### src/rtl/instr_prefetch_queue.sv
// Instruction prefetch queue: sequential ROM fetch with a small {pc, instr} FIFO toward FD.
// Optional IFQ_BYPASS_EN forwards a returning ROM word straight to the outputs when the queue is empty.
module instr_prefetch_queue #(
   parameter int unsigned ADDR_W  = 10,
   parameter int unsigned INSTR_W = 10,
   parameter int unsigned DEPTH   = 4
) (
   input  logic                   clk,
   input  logic                   rst_n,
   output logic                   rom_req,
   output logic [ADDR_W-1:0]      rom_addr,
   input  logic [INSTR_W-1:0]     rom_rdata,
   output logic                   out_valid,
   input  logic                   out_ready,
   output logic [ADDR_W-1:0]      out_pc,
   output logic [INSTR_W-1:0]     out_instr,
   input  logic                   redirect_valid,
   input  logic [ADDR_W-1:0]      redirect_pc,
   input  logic                   halt_in,
   output logic [$clog2(DEPTH):0] occupancy
);

   localparam int unsigned PTR_W = $clog2(DEPTH);
   localparam int unsigned OCC_W = PTR_W + 1;

   logic [ADDR_W-1:0]  fetch_pc_q, fetch_pc_d;
   logic               pend_q, pend_d;
   logic [ADDR_W-1:0]  pend_pc_q, pend_pc_d;
   logic               halted_q, halted_d;
   logic               started_q, started_d;
   logic [PTR_W-1:0]   wr_ptr_q, wr_ptr_d;
   logic [PTR_W-1:0]   rd_ptr_q, rd_ptr_d;
   logic [OCC_W-1:0]   occ_q, occ_d;
   logic [ADDR_W-1:0]  pc_mem_q    [DEPTH];
   logic [INSTR_W-1:0] instr_mem_q [DEPTH];

   logic redir;
   logic credit_ok;
   logic issue;
   logic resp_ok;
   logic head_valid;
   logic push;
   logic pop;
   logic bypass;

   // Handshake decode; a redirect coinciding with halt_in is dropped so halt wins.
   always_comb begin
      redir      = redirect_valid && !halted_q && !halt_in;
      credit_ok  = (occ_q + OCC_W'(pend_q)) < OCC_W'(DEPTH);
      issue      = started_q && !halted_q && !redirect_valid && credit_ok;
      resp_ok    = pend_q && !halted_q && !redir;
      head_valid = (occ_q != '0) && !halted_q;
      pop        = head_valid && out_ready && !redir;
`ifdef IFQ_BYPASS_EN
      bypass     = resp_ok && (occ_q == '0);
      push       = resp_ok && !(bypass && out_ready);
`else
      bypass     = 1'b0;
      push       = resp_ok;
`endif
   end

   assign rom_req   = issue;
   assign rom_addr  = fetch_pc_q;
   assign occupancy = occ_q;

`ifdef IFQ_BYPASS_EN
   assign out_valid = head_valid || bypass;
   assign out_pc    = bypass ? pend_pc_q : pc_mem_q[rd_ptr_q];
   assign out_instr = bypass ? rom_rdata : instr_mem_q[rd_ptr_q];
`else
   assign out_valid = head_valid && !bypass;
   assign out_pc    = pc_mem_q[rd_ptr_q];
   assign out_instr = instr_mem_q[rd_ptr_q];
`endif

   // Next-state for fetch pointer, pending response tracker and queue pointers.
   always_comb begin
      fetch_pc_d = fetch_pc_q;
      pend_d     = issue;
      pend_pc_d  = pend_pc_q;
      halted_d   = halted_q | halt_in;
      started_d  = 1'b1;
      wr_ptr_d   = wr_ptr_q;
      rd_ptr_d   = rd_ptr_q;
      occ_d      = occ_q;

      if (issue) begin
         fetch_pc_d = fetch_pc_q + ADDR_W'(1);
         pend_pc_d  = fetch_pc_q;
      end

      if (redir) begin
         fetch_pc_d = redirect_pc;
         wr_ptr_d   = '0;
         rd_ptr_d   = '0;
         occ_d      = '0;
      end else begin
         if (push) wr_ptr_d = wr_ptr_q + PTR_W'(1);
         if (pop)  rd_ptr_d = rd_ptr_q + PTR_W'(1);
         unique case ({push, pop})
            2'b10:   occ_d = occ_q + OCC_W'(1);
            2'b01:   occ_d = occ_q - OCC_W'(1);
            default: occ_d = occ_q;
         endcase
      end
   end

   always_ff @(posedge clk or negedge rst_n) begin
      if (!rst_n) begin
         fetch_pc_q <= '0;
         pend_q     <= 1'b0;
         pend_pc_q  <= '0;
         halted_q   <= 1'b0;
         started_q  <= 1'b0;
         wr_ptr_q   <= '0;
         rd_ptr_q   <= '0;
         occ_q      <= '0;
      end else begin
         fetch_pc_q <= fetch_pc_d;
         pend_q     <= pend_d;
         pend_pc_q  <= pend_pc_d;
         halted_q   <= halted_d;
         started_q  <= started_d;
         wr_ptr_q   <= wr_ptr_d;
         rd_ptr_q   <= rd_ptr_d;
         occ_q      <= occ_d;
      end
   end

   // Entry storage is cleared on reset so the head reads zero out of reset.
   always_ff @(posedge clk or negedge rst_n) begin
      if (!rst_n) begin
         for (int unsigned i = 0; i < DEPTH; i++) begin
            pc_mem_q[i]    <= '0;
            instr_mem_q[i] <= '0;
         end
      end else if (push) begin
         pc_mem_q[wr_ptr_q]    <= pend_pc_q;
         instr_mem_q[wr_ptr_q] <= rom_rdata;
      end
   end

endmodule

### config.mk
export PLATFORM = sky130hd
export DESIGN_NAME = instr_prefetch_queue
export DESIGN_NICKNAME = d
export VERILOG_FILES = /design/src/rtl/instr_prefetch_queue.sv
export SDC_FILE = /design/constraint.sdc
export NUM_CORES = 1
export LEC_CHECK = 0
export ABC_AREA = 0
export CELL_PAD_IN_SITES_DETAIL_PLACEMENT = 1
export CELL_PAD_IN_SITES_GLOBAL_PLACEMENT = 1
export CORE_ASPECT_RATIO = 0.75
export CORE_UTILIZATION = 35
export DETAILED_ROUTE_END_ITERATION = 16
export GPL_ROUTABILITY_DRIVEN = 1
export PLACE_DENSITY = 0.74
export SYNTH_ARGS = -nofsm -noshare
export SYNTH_HDL_FRONTEND = slang
export SYNTH_SLANG_ARGS = --single-unit
### constraint.sdc
create_clock -name clk -period 2.6 [get_ports clk]
set_clock_uncertainty 0.1 [all_clocks]
set_input_delay 0.26 -clock clk [delete_from_list [all_inputs] [get_ports clk]]
set_output_delay 0.26 -clock clk [all_outputs]
set_load 0.005 [all_outputs]
Word level (Yosys, flattened, before mapping) --
Cells that the tools add are included.
Word-level totals: bits in registers 110, output and inout bits 35
Cells by class: add/subtract/negate cells 6, $lt $le $gt $ge 4, equality and inequality tests 2, muxes and demuxes 18, bitwise logic cells 3, reductions and logical operators 20
Operators by type and width (count):
- $bwmux W40 | 2
- $mux W10 | 7
- $bmux W10 S2 | 2
- $demux W10 S2 | 1
- $logic_and A1 B1 Y1 | 11
- $add A10 B1 Y10 const B | 1
- $mux W2 | 4
- $ge A3 B3 Y1 const B | 2
- $not A2 Y3 | 2
- $pmux W3 S2 | 1
- $reduce_bool A2 Y1 | 3
- $reduce_bool A3 Y1 | 2
- $add A2 B1 Y2 const B | 2
- $logic_not A1 Y1 | 4
- $add A3 B1 Y3 | 1
- $add A3 B1 Y3 const B | 1
- $lt A3 B1 Y1 const B | 1
- $lt A3 B3 Y1 const B | 1
- $mux W3 | 1
- $sub A3 B1 Y3 const B | 1
- $eq A2 B1 Y1 const B | 1
- $eq A2 B2 Y1 const B | 1
- $or A1 B1 Y1 | 1

Longest topological paths before layout --
Gate-level depths: netlist of the first run.
word-level depth 8, mapped depth 7, depth with buffers taken out 6

Least setup slack after synthesis of the first run --
Ideal clock, no wire load.
path type reg2reg, start register occ_q[1], in the netlist occupancy[1], end register occ_q[2], in the netlist occupancy[2], library setup time 0.135 ns, arrival 1.858 ns, data required time 2.365 ns, setup slack 0.507 ns, stages on the path, launching flop included 7, buffers on the path 0, cell sequence dfrtp_1 nor3_2 nor4_1 fa_1 nor4_1 o21a_1 nor3_1
Between the ends: longest elaborated chain between the ends 7, elaborated cells between the ends (all ways) 11, classes of those cells add/sub (2); eq/ne (2); mux (2); reduce/logical (5)
Ends and longest elaborated chain:
- start: declaration | line 33 | logic [OCC_W-1:0] occ_q, occ_d;
- start signal: assignment | line 118 | occ_q <= '0;
- start signal: assignment | line 127 | occ_q <= occ_d;
- $reduce_bool A3 Y1 | line 52 | head_valid = (occ_q != '0) && !halted_q;
- $logic_and A1 B1 Y1 | line 52
- $logic_and A1 B1 Y1 (2 in series) | line 53 | pop = head_valid && out_ready && !redir;
- $eq A2 B1 Y1 / $eq A2 B2 Y1 (equally long branches) | line 101 | unique case ({push, pop})
- $pmux W3 S2 | line 101
- $mux W3 | line 93 | if (redir) begin
Parallel ways exist; a longest one is shown, timed or not. A chain may end at the register's enable or synchronous reset.

Final worst setup path of the first run --
start register rd_ptr_q[0], end output port out_pc[8]
Between the ends: longest elaborated chain between the ends 4
Ends and longest elaborated chain:
- start: declaration | line 32 | logic [PTR_W-1:0] rd_ptr_q, rd_ptr_d;
- start signal: assignment | line 126 | rd_ptr_q <= rd_ptr_d;
- $not A2 Y3 (implied by the code) | line 73 | assign out_pc = pc_mem_q[rd_ptr_q];
- $bmux W10 S2 | line 73
- $mux W10 (implied by the code) (2 in series) | line 73
- end: declaration | line 15 | output logic [ADDR_W-1:0] out_pc,
Every way passes these cells. The select of a mux whose other input is x is not followed.

==> results of run 1 <==
==> metrics by stage <==
step                      instances  power, mW  area [sq um]  setup WS (ps)  hold WS [ps]
final                           606       3.50          6160            129           345
after global routing            606       3.66          6160           15.4           395
after CTS                       606       3.56          6160           62.1           371
after detailed placement        590       2.19          5860            187           213
after global placement          590       2.18          5860            311           196
after floorplan                 358       1.97          4970            507          -136
==> cells in the final DEF, fill, tap and decap left out, types with 7 or more instances in the layout <==
master / instances
dfrtp_1: 110
mux2_2: 80
clkdlybuf4s50_1: 58
nand2_1: 42
mux4_2: 20
buf_4: 15
clkbuf_16: 9
nor2_1: 8
o21ai_0: 7
nor3_1: 7
==> cell type report <==
| cell class | instances | area, sq um |
|---|---|---|
| Fill cell | 1412 | 7640 |
| Multi-Input combinational cell | 224 | 2110 |
| Clock buffer | 12 | 246 |
| Clock inverter | 3 | 45.0 |
| Inverter | 5 | 18.8 |
| Timing Repair Buffer | 77 | 763 |
| Sequential cell | 110 | 2750 |
| Tap cell | 175 | 219 |
==> state kept, by name, indices dropped and copies added, names as in the netlist <==
name and cells:
instr_mem_q 40, pc_mem_q 40, pend_pc_q 10, rom_addr 10, occupancy 3, rd_ptr_q 2, wr_ptr_q 2, halted_q 1
pend_q 1, started_q 1
==> worst min-delay path by stage <==
| stage | startpoint | end | slack (ps) | cells past startpoint |
|---|---|---|---|---|
| floorplan | rst_n | halted_q | -140 | 0 |
| global placement | rst_n | rom_addr[3] | 200 | 1 |
| detailed placement | rst_n | rom_addr[3] | 210 | 1 |
| CTS | rst_n | rom_addr[3] | 370 | 2 |
| global route | rst_n | rom_addr[3] | 390 | 2 |
| finish | rst_n | rom_addr[3] | 350 | 2 |
==> cell families after synthesis <==
group,share of synthesized area
adder cells (fa/ha/maj),0.0166
multiplexers,0.275
other,0.000754
buffers and inverters,0.0211
XOR/XNOR,0.00881
flip-flops,0.554
AO/OA/AOI/OAI,0.0458
AND/OR/NAND/NOR,0.0785
==> power breakdown <==
group          internal, mW  switching, mW  total (mW)
Combinational         0.176          0.149       0.325
Clock                 0.768          0.584        1.35
Sequential             1.75         0.0728        1.82
Total                  2.69          0.806        3.50
==> what timing repair did <==
item                      in CTS  in global routing
hold endpoints to repair      41                  0
buffers inserted               0                  0
hold buffers                   1                  0
gates resized for setup        0                  0
==> routing by layer <==
metal,wire (um),vias up,part of all wire,track usage
li1,-,1441,-,-
met1,5190,1687,0.46,0.222
met5,0,-,0,0
met4,94,0,0.0084,0.0400
met3,412,7,0.037,0.0477
met2,5520,51,0.49,0.280
==> results.sh, run 1 <==
export IMPL_ys_dominant_reg_cell="dfrtp_1"
export IMPL_drt_iter0_drc=105
export IMPL_place_gp_congestion=0.767
export IMPL_rsz0062_at_grt="no"
export IMPL_synth_common_cells="dfrtp_1, mux2_2, nand2_1, mux4_2, buf_2"
export IMPL_maxCapViolCount=0
export IMPL_die_x_um=140
export IMPL_crit_path_start_kind="flop"
export IMPL_h_tree_depth=3
export IMPL_drive_above_1_share=0.327
export IMPL_grt_pass1_wl_um=19100
export IMPL_num_rows=37
export IMPL_syn_instance_count=358
export IMPL_vias=3186
export IMPL_drtPass1Iterations=4
export IMPL_drc_errors=0
export IMPL_overflow=0
export IMPL_synth_area_leaders="dfrtp_1, mux2_2, mux4_2"
export IMPL_seq_area_frac_synth=0.554
export IMPL_synth_warnings=0
export IMPL_p_leak_nw=2.86
export IMPL_synth_fp_nets=389
export IMPL_grt_antenna_before_repair=0
export IMPL_clock_latency_ps=350
export IMPL_synth_top_cell_by_area="dfrtp_1"
export IMPL_final_min_clock_period_ps=2470
export IMPL_io_buffers=59
export IMPL_path_buf_inv=2
export IMPL_grt_max_degree=45
export IMPL_worstSetupStartpoint="rd_ptr_q[0]"
export IMPL_cts_buffer_depth=2
export IMPL_worstRegToRegCells=6
export IMPL_fp_dieH_um=105
export IMPL_min_path_type="input pin to asynchronous set/reset pin"
export IMPL_tns_ps=0
export IMPL_r2r_start="halted_q"
export IMPL_synth_seq_cells=110
export IMPL_drv_slew=0
export IMPL_die_area_sq_um=14700
export IMPL_cp_arrival_ps=2110
export IMPL_initial_utilization=0.360
export IMPL_grt_pass1_vias=3579
export IMPL_gr_usage_all_layers=0.170
export IMPL_endpoint_kind="output pin"
export IMPL_wl_um=11200
export IMPL_status="finished clean"
export IMPL_clock_sinks=110
export IMPL_yosysTopAreaCellShare=0.554
export IMPL_synth_cell_types=46
export IMPL_path_delay_family="buffers and inverters"
export IMPL_fmax_mhz=405
export IMPL_slew_headroom=0.595
export IMPL_dp_hpwl_um=7710
export IMPL_cts_made_buffers=9
export IMPL_finalSetupViolCount=0
export IMPL_nNetsFinal=458
export IMPL_syn_to_final_growth_pct=23.9
export IMPL_required_ps=2240
export IMPL_worst_pin_slew_ps=607
export IMPL_path_max_fanout=14
export IMPL_synth_most_common_cell="dfrtp_1"
export IMPL_clk_pin_slew_ps=70
export IMPL_hold_violations=0
export IMPL_vias_per_cell=5.26
export IMPL_r2r_end="occupancy[2]"
export IMPL_endpoint="out_pc[8]"
export IMPL_synth_edf_count=0
export IMPL_io_pins=60
export IMPL_critPathMaxStageDelay_ps=540
export IMPL_peakVddDrop_uv=319
export IMPL_antenna_left=0
export IMPL_cp_cell_sequence="buf_12 > mux4_2 > clkdlybuf4s50_1"
export IMPL_cts_root_buf="clkbuf_16"
export IMPL_avgRoutedWirePerCell_um=18.5
export IMPL_cts_tree="yes"
export IMPL_syn_area_per_cell_sq_um=13.9
export IMPL_crit_slowest_cell="mux4_2"
export IMPL_ff2ff_setup_slack_ps=420
export IMPL_diodes=0
export IMPL_async_reset_ff_frac=1.00
export IMPL_power_density_nw_per_um2=568
export IMPL_cp_depth=3
export IMPL_coreArea_sq_um=13800
export IMPL_criticalPathCategory="flop to output pin"
export IMPL_finalCritPeriodShare=0.950
export IMPL_fin_util=0.446
export IMPL_syn_cell_area_sq_um=4970
Note: power is estimated with default switching activity, not from simulation.
==> inputs of run 2 (changes only) <==
--- a/config.mk
+++ b/config.mk
@@ -12,7 +12,8 @@
 export CORE_UTILIZATION = 35
 export DETAILED_ROUTE_END_ITERATION = 16
 export GPL_ROUTABILITY_DRIVEN = 1
-export PLACE_DENSITY = 0.74
+export PLACE_DENSITY = 0.62
+export SKIP_LAST_GASP = 1
 export SYNTH_ARGS = -nofsm -noshare
 export SYNTH_HDL_FRONTEND = slang
 export SYNTH_SLANG_ARGS = --single-unit
==> constraint.sdc (replaced) <==
create_clock -name clk -period 2.85 [get_ports clk]
set_clock_uncertainty 0.1 [all_clocks]
set_input_delay 0.285 -clock clk [delete_from_list [all_inputs] [get_ports clk]]
set_output_delay 0.285 -clock clk [all_outputs]
set_load 0.005 [all_outputs]
==> run 2 against run 1 <==
Against the previous run:
- total power down 11%
- sequential cell count unchanged
- utilization down 0.46 points
- final cell count down 0.33%
- critical path type unchanged
- sequential power down 8%
- critical endpoint is now out_pc[9]
- largest cell class unchanged
==> results.sh, run 2 (same netlist as run 1, synthesis figures left out) <==
export IMPL_cts_buffer_depth=2
export IMPL_io_pins=60
export IMPL_finalSetupViolCount=0
export IMPL_clk_pin_slew_ps=70
export IMPL_io_buffers=59
export IMPL_drv_slew=0
export IMPL_dp_hpwl_um=7540
export IMPL_worst_pin_slew_ps=854
export IMPL_cts_tree="yes"
export IMPL_avgRoutedWirePerCell_um=18.5
export IMPL_final_common_cell="dfrtp_1"
export IMPL_syn_to_final_growth_pct=22.6
export IMPL_holdWs_ps=400
export IMPL_gr_usage_all_layers=0.171
export IMPL_clock_sinks=110
export IMPL_total_power_mw=3.10
export IMPL_worst_slack_ps=300
export IMPL_nNetsFinal=455
export IMPL_place_gp_congestion=0.712
export IMPL_tns_ps=0
export IMPL_drt_iter0_drc=108
export IMPL_crit_path_start_kind="flop"
export IMPL_required_ps=2470
export IMPL_dpl_cell_area_sq_um=5820
export IMPL_r2r_start="occupancy[1]"
export IMPL_pre_cts_slack_ps=395
export IMPL_worstRegToRegCells=7
export IMPL_cts_root_buf="clkbuf_16"
export IMPL_grt_max_degree=65
export IMPL_endpoint_kind="output pin"
export IMPL_endpoint="out_pc[9]"
export IMPL_overflow=0
export IMPL_power_density_nw_per_um2=509
export IMPL_antenna_left=0
export IMPL_h_tree_depth=3
export IMPL_hold_violations=0
export IMPL_vias_per_cell=5.14
export IMPL_final_min_clock_period_ps=2550
export IMPL_die_x_um=140
export IMPL_design_area_sq_um=6100
export IMPL_wl_um=11200
export IMPL_finalCritPeriodShare=0.895
export IMPL_fillers=1409
export IMPL_maxCapViolCount=0
export IMPL_criticalPathCategory="flop to output pin"
export IMPL_drc_errors=0
export IMPL_diodes=0
export IMPL_die_area_sq_um=14700
export IMPL_top_regs="instr_mem_q (40), pc_mem_q (40)"
export IMPL_cts_made_buffers=9
export IMPL_grt_pass1_vias=3427
export IMPL_fmax_mhz=392
export IMPL_fp_dieH_um=105
export IMPL_initial_utilization=0.360
export IMPL_rsz0062_at_grt="no"
export IMPL_min_path_type="input pin to flop"
export IMPL_grt_pass1_wl_um=19300
export IMPL_ff_latch_area_sq_um=2750
export IMPL_vias=3102
export IMPL_drive_above_1_share=0.317
export IMPL_path_max_fanout=17
export IMPL_num_rows=37
export IMPL_p_leak_nw=2.84
export IMPL_multi_input_area_sq_um=2110
export IMPL_ff2ff_setup_slack_ps=710
export IMPL_final_cell_mix="dfrtp_1, mux2_2, clkdlybuf4s50_1"
export IMPL_worstSetupStartpoint="rd_ptr_q[0]"
export IMPL_cts_resized_gates=0
export IMPL_peakVddDrop_uv=296
export IMPL_status="finished clean"
export IMPL_coreArea_sq_um=13800
export IMPL_slew_headroom=0.431
export IMPL_hold_start="redirect_pc[3]"
export IMPL_r2r_end="occupancy[2]"
export IMPL_cp_arrival_ps=2170
export IMPL_grt_antenna_before_repair=0
export IMPL_clock_latency_ps=340
export IMPL_drtPass1Iterations=4
==> run 2: cell count changes in the layout (fill, tap and decap cells not counted) <==
cell / previous run / this run
clkinvlp_4: 2 / 0
bufinv_16: 1 / 0
buf_12: 3 / 2
clkinv_2: 0 / 1
clkbuf_1: 2 / 5
buf_4: 15 / 13
==> run 2: worst min path at each step <==
| stage | depth (start not counted) | end | slack, ps |
|---|---|---|---|
| floorplan | 0 | halted_q | -110 |
| global placement | 1 | instr_mem_q[19] | 340 |
| detailed placement | 1 | instr_mem_q[19] | 350 |
| CTS | 3 | rom_addr[5] | 390 |
| global route | 3 | rom_addr[5] | 410 |
| finish | 3 | rom_addr[3] | 400 |
==> run 2: through the flow <==
step | util | instances
3_5_place_dp | 0.422 | 587
6_report | 0.442 | 604
3_3_place_gp | 0.422 | 587
5_1_grt | 0.442 | 604
4_1_cts | 0.442 | 604
2_1_floorplan | - | 358
==> run 2: power breakdown <==
group	internal [mW]	switching (mW)
clock network	0.618	0.531
logic	0.155	0.133
registers	1.60	0.0708
==> run 2: layout make-up <==
class                   count  share of cell area
clock buffers              15              0.0423
clock inverters             1            0.000821
inverters                   5             0.00308
multi-input cells         224               0.347
flip-flops and latches    110               0.452
well taps                 175              0.0359
repair buffers             74               0.119
==> run 2: timing repair <==
item                      in CTS  in global routing
hold buffers                   1                  0
setup buffers                  0                  0
hold endpoints to repair      61                  0
==> run 2: layer usage <==
layer	wire [um]	track usage
met1	5330	0.232
met2	5430	0.277
met3	287	0.0323
met4	113	0.0526
met5	0	0
==> run 2: worst max-delay path: stages (launching register included) <==
cell,delay [ps]
dfrtp_1,570
buf_12,250
mux4_2,520
clkdlybuf4s50_1,490
